File: config.mk
export PLATFORM = sky130hd
export DESIGN_NAME = pixel_array_sequencer
export DESIGN_NICKNAME = d
export VERILOG_FILES = /design/src/rtl/pixel_array_sequencer.sv
export SDC_FILE = /design/constraint.sdc
export NUM_CORES = 1
export LEC_CHECK = 0
export BUFFER_PORTS_ARGS = -buffer_cell sky130_fd_sc_hd__buf_2
export CAP_MARGIN = 40
export CELL_PAD_IN_SITES_DETAIL_PLACEMENT = 1
export CELL_PAD_IN_SITES_GLOBAL_PLACEMENT = 1
export CORE_MARGIN = 1.5
export CORE_UTILIZATION = 42
export DETAILED_ROUTE_END_ITERATION = 16
export PLACE_DENSITY_LB_ADDON = 0.3
export SYNTH_ARGS = -nofsm -noshare
export SYNTH_HDL_FRONTEND = slang
export SYNTH_SLANG_ARGS = --single-unit
File: constraint.sdc
create_clock -name clk -period 2.3 [get_ports clk]
set_clock_uncertainty 0.2 [all_clocks]
set_input_delay 0.23 -clock clk [delete_from_list [all_inputs] [get_ports clk]]
set_output_delay 0.23 -clock clk [all_outputs]
set_load 0.01 [all_outputs]
File: src/rtl/pixel_array_sequencer.sv
// Frame sequencer for the pixel array: global erase, timed expose, then row-by-row readout.
// Optional ROW_TIMEOUT_EN adds a per-row row_done watchdog with a sticky error flag.
module pixel_array_sequencer #(
    parameter int ROWS           = 3,
    parameter int WIDTH          = 2,
    parameter int ERASE_CYCLES   = 4,
    parameter int EXPOSE_CYCLES  = 8,
    parameter int TIMEOUT_CYCLES = 64
) (
    input  logic             clk,
    input  logic             reset,
    input  logic             start,
    input  logic             abort,
    input  logic             row_done,
    output logic             erase,
    output logic             expose,
    output logic             adc_enable,
    output logic [WIDTH:0]   decoder_select,
    output logic             row_strobe,
    output logic             frame_done,
    output logic             busy,
    output logic             error
);

    localparam int PH_MAX = (ERASE_CYCLES > EXPOSE_CYCLES) ? ERASE_CYCLES : EXPOSE_CYCLES;
    localparam int PH_W   = $clog2(PH_MAX + 1);
    localparam int ROW_W  = (ROWS > 1) ? $clog2(ROWS) : 1;

    localparam logic [PH_W-1:0]  ERASE_LAST  = PH_W'(ERASE_CYCLES);
    localparam logic [PH_W-1:0]  EXPOSE_LAST = PH_W'(EXPOSE_CYCLES);
    localparam logic [ROW_W-1:0] ROW_LAST    = ROW_W'(ROWS - 1);

    typedef enum logic [2:0] {
        S_IDLE,
        S_ERASE,
        S_EXPOSE,
        S_CONVERT,
        S_GAP,
        S_DONE
    } state_t;

    state_t            state, state_n;
    logic [PH_W-1:0]   ph_cnt, ph_cnt_n;
    logic [ROW_W-1:0]  row, row_n;
    logic              strobe_n;

    function automatic logic [WIDTH:0] to_sel(input logic [ROW_W-1:0] r);
        logic [WIDTH:0] s;
        s = '0;
        s[ROW_W-1:0] = r;
        return s;
    endfunction

`ifdef ROW_TIMEOUT_EN
    localparam int TW = $clog2(TIMEOUT_CYCLES + 1);
    localparam logic [TW-1:0] TMO_LAST = TW'(TIMEOUT_CYCLES - 1);

    logic [TW-1:0] wait_cnt, wait_n;
    logic          err_n;
`else
    logic unused_cfg;
    assign unused_cfg = (TIMEOUT_CYCLES != 0);
    assign error      = 1'b0;
`endif

    always_comb begin
        state_n  = state;
        ph_cnt_n = ph_cnt;
        row_n    = row;
        strobe_n = 1'b0;
`ifdef ROW_TIMEOUT_EN
        wait_n   = wait_cnt;
        err_n    = error;
`endif
        case (state)
            S_IDLE: begin
                if (start) begin
                    state_n  = S_ERASE;
                    ph_cnt_n = PH_W'(1);
                    row_n    = '0;
`ifdef ROW_TIMEOUT_EN
                    err_n    = 1'b0;
`endif
                end
            end
            S_ERASE: begin
                if (abort) begin
                    state_n  = S_IDLE;
                    ph_cnt_n = '0;
                end else if (ph_cnt == ERASE_LAST) begin
                    state_n  = S_EXPOSE;
                    ph_cnt_n = PH_W'(1);
                end else begin
                    ph_cnt_n = ph_cnt + 1'b1;
                end
            end
            S_EXPOSE: begin
                if (abort) begin
                    state_n  = S_IDLE;
                    ph_cnt_n = '0;
                end else if (ph_cnt == EXPOSE_LAST) begin
                    state_n  = S_CONVERT;
                    ph_cnt_n = '0;
                    row_n    = '0;
`ifdef ROW_TIMEOUT_EN
                    wait_n   = '0;
`endif
                end else begin
                    ph_cnt_n = ph_cnt + 1'b1;
                end
            end
            S_CONVERT: begin
                // abort wins over a same-cycle row_done, so no strobe is issued
                if (abort) begin
                    state_n = S_IDLE;
                    row_n   = '0;
                end else if (row_done) begin
                    state_n  = S_GAP;
                    strobe_n = 1'b1;
                end
`ifdef ROW_TIMEOUT_EN
                else if (wait_cnt == TMO_LAST) begin
                    state_n = S_IDLE;
                    row_n   = '0;
                    err_n   = 1'b1;
                end else begin
                    wait_n = wait_cnt + 1'b1;
                end
`endif
            end
            S_GAP: begin
                if (abort) begin
                    state_n = S_IDLE;
                    row_n   = '0;
                end else if (row == ROW_LAST) begin
                    state_n = S_DONE;
                end else begin
                    state_n = S_CONVERT;
                    row_n   = row + 1'b1;
`ifdef ROW_TIMEOUT_EN
                    wait_n  = '0;
`endif
                end
            end
            S_DONE: begin
                state_n = S_IDLE;
                row_n   = '0;
            end
            default: begin
                state_n  = S_IDLE;
                ph_cnt_n = '0;
                row_n    = '0;
            end
        endcase
    end

    // Outputs are registered from the next-state decode so they line up with the state they describe.
    always_ff @(posedge clk or negedge reset) begin
        if (!reset) begin
            state          <= S_IDLE;
            ph_cnt         <= '0;
            row            <= '0;
            erase          <= 1'b0;
            expose         <= 1'b0;
            adc_enable     <= 1'b0;
            decoder_select <= '0;
            row_strobe     <= 1'b0;
            frame_done     <= 1'b0;
            busy           <= 1'b0;
        end else begin
            state          <= state_n;
            ph_cnt         <= ph_cnt_n;
            row            <= row_n;
            erase          <= (state_n == S_ERASE);
            expose         <= (state_n == S_EXPOSE);
            adc_enable     <= (state_n == S_CONVERT);
            decoder_select <= ((state_n == S_CONVERT) || (state_n == S_GAP)) ? to_sel(row_n) : '0;
            row_strobe     <= strobe_n;
            frame_done     <= (state_n == S_DONE);
            busy           <= (state_n != S_IDLE);
        end
    end

`ifdef ROW_TIMEOUT_EN
    always_ff @(posedge clk or negedge reset) begin
        if (!reset) begin
            wait_cnt <= '0;
            error    <= 1'b0;
        end else begin
            wait_cnt <= wait_n;
            error    <= err_n;
        end
    end
`endif

endmodule

==> results.json <==
{
  "reg2reg_depth": 7,
  "grt_pass1_vias": 864,
  "dp_hpwl_mm": 1.86,
  "final_nets": 135,
  "maxSlewViolCount": 0,
  "grt_use_total_pct": 20.6,
  "finalHoldWorstSlack_ps": 84.8,
  "fin_crit_ps": 2050,
  "clock_latency_ps": 290,
  "cts_resized": 0,
  "grt_max_degree": 18,
  "fp.dieH_um": 52.3,
  "routed_wl_mm": 2.37,
  "route.detailed.drc": 0,
  "synth_area_per_cell_um2": 9.10,
  "die_w_um": 52.3,
  "power_density_nw_per_um2": 837,
  "io_pins": 15,
  "area_growth_pct": 10.7,
  "overflow": 0,
  "outcome": "completed",
  "floorplan.initialDensity_pct": 45.2,
  "rsz0062_at_grt": "false",
  "gp_congestion": 0.786,
  "top_layer": "met4",
  "dieArea_um2": 2730,
  "end_kind": "flop",
  "ys_top_cells_by_area": "dfrtp_1 (42%), ha_1 (4.9%), nand2_1 (3.7%), nand2b_1 (3.1%), nand3_1 (2.9%)",
  "drt_iter0_drc": 17,
  "coreArea_um2": 2250,
  "vdd_drop_max_mv": 0.411,
  "setup_viol": 0,
  "cts-htree-levels": 1,
  "num_vias": 861,
  "setup_slack_ps": 250,
  "crit_arrival_ps": 2020,
  "tritoncts": "done",
  "grt_pass1_wl_mm": 4.04,
  "cts_made_buffers": 3,
  "setup.worst_path.class": "flop to flop",
  "synthDistinctLibCells": 44,
  "finalPower_mw": 0.945,
  "max_freq_ghz": 0.488,
  "synth_top_area_share_pct": 41.7,
  "p_leak_nw": 0.537,
  "dr_wl_met2_mm": 1.13,
  "met1_length_mm": 1.16,
  "ys_warn_count": 0,
  "cts.sinks": 17,
  "clockRootBuffer": "clkbuf_4",
  "portBuffers": 12,
  "ys_seq_area_share_pct": 41.7,
  "synth_area_leader_cell": "dfrtp_1",
  "path_max_fanout": 4,
  "final_layout_size_suffix_gt1_share_pct": 19.2,
  "syn_inst": 112,
  "wl_per_cell_um": 15.5,
  "first_pass_iters": 4,
  "cts.clk_slew.worst_paths_ps": 100,
  "diodes": 0,
  "hold_path.class": "input port to flop",
  "netlist_area_um2": 1020,
  "antenna_found_initial": 0,
  "hold_violations": 0,
  "route.antenna.remaining_nets": 0,
  "std_cell_rows": 17,
  "cap_violations": 0,
  "fin_tns_setup_ps": 0,
  "place_ws_ps": 155,
  "clk_path_buf_depth": 2,
  "viasPerCell": 5.63,
  "cp-start-kind": "flop",
  "dr_wl_met3_um": 59,
  "critPathRequiredTime_ps": 2270,
  "worstHoldPathCells": 3,
  "ys_seq_elements": 17,
  "fin_crit_sh_pct": 89.2
}
## registers in the layout (all words and copies together) (netlist names)
name,count
adc_enable,1
busy,1
decoder_select,2
erase,1
expose,1
frame_done,1
ph_cnt,4
row,2
row_strobe,1
state,3
## logic make-up (layout without fill, tap and decap cells)
group / after synthesis / count (layout) / share of synthesized area [%]
AOI/OAI and AO/OA: 27 / 27 / 19.0
adders and majority gates: 4 / 4 / 4.91
buffers and inverters: 19 / 31 / 9.32
DFF: 17 / 17 / 41.7
other: 1 / 2 / 0.368
and+or+nand+nor: 44 / 44 / 24.7
## layout make-up
class	instances	area [µm²]
fillers	286	1130
multi-input cells	77	503
flip-flops and latches	17	425
repair buffers	17	100
inverters	10	37.5
well taps	28	35.0
clock buffers	3	22.5
clock inverters	1	5.00
## cells in the mapped netlist
library cell	count
or2_1	1
nand4_1	1
or2_2	1
a221oi_1	2
o32ai_1	1
nor3_1	2
o22ai_1	1
conb_1	1
nand3_1	6
or4_1	1
nand4b_1	1
a221o_1	1
nand2b_1	5
inv_1	8
a31oi_1	2
nor3b_1	1
dfrtp_1	17
a32oi_1	3
nand3b_1	1
a211oi_1	2
o21a_1	2
ha_1	4
and3_4	1
inv_2	1
nand4bb_1	1
and2_1	1
o2111ai_1	1
o22a_1	1
or3b_1	1
or3_1	1
buf_2	4
a21oi_1	5
buf_6	1
nor2_1	4
o21ai_1	1
nor2b_1	4
a311o_1	1
o21ba_2	1
and3b_1	1
nand2_1	10
o21ai_0	3
clkbuf_1	1
buf_4	3
clkinv_1	1
## what timing repair did
item / CTS / global route
endpoints found under the setup margin: 0 / 1
endpoints found under the hold margin: 17 / 0
hold buffers: 1 / 0
setup buffers: 0 / 1
## worst paths after layout
kind / startpoint / endpoint / slack (ps)
setup reg to reg: ph_cnt[0] / busy / 250
setup / recovery: ph_cnt[0] / busy / 250
hold reg to reg: row[0] / row[0] / 370
min in group asynchronous: reset / busy / 180
max in group asynchronous: reset / state[0] / 1460
hold / removal: start / ph_cnt[1] / 80
## cells in the final DEF, fill, tap and decap left out, types with 2 or more instances in the layout
cell type  synthesis  final
dfrtp_1           17     17
buf_2              4     12
nand2_1           10     10
inv_1              8      8
nand3_1            6      6
nand2b_1           5      5
a21oi_1            5      5
nor2_1             4      4
nor2b_1            4      4
ha_1               4      4
buf_4              3      4
a32oi_1            3      3
o21ai_0            3      3
clkbuf_4           0      3
a31oi_1            2      2
nor3_1             2      2
a221oi_1           2      2
a211oi_1           2      2
o21a_1             2      2
conb_1             1      2
## through the flow
step	area (µm²)	utilization, %	instances
floorplan	1020	-	113
global placement	1080	48.1	147
detailed placement	1080	48.1	147
CTS	1120	49.7	152
global route	1130	50.1	153
finish	1130	50.1	153
## critical path, cell delays in order (launching register included)
cell and delay [ps]:
dfrtp_1 420, inv_1 90, ha_1 250, nor2b_1 160, a31oi_1 180, o22a_1 170
inv_1 70, or4_1 400
## layer usage
layer	up-vias	GRT usage (%)
met3	2	4.86
li1	416	-
met1	431	27.6
met2	12	31.6
met4	0	8.97
met5	-	0
## where the power goes
| part | total, mW | internal (mW) | switching, mW | leakage, nW |
|---|---|---|---|---|
| registers | 0.419 | 0.349 | 0.0707 | 0.228 |
| logic | 0.366 | 0.155 | 0.211 | 0.292 |
| clock network | 0.160 | 0.0646 | 0.0956 | 0.0177 |
No activity file was read; power rests on OpenSTA's default activity.
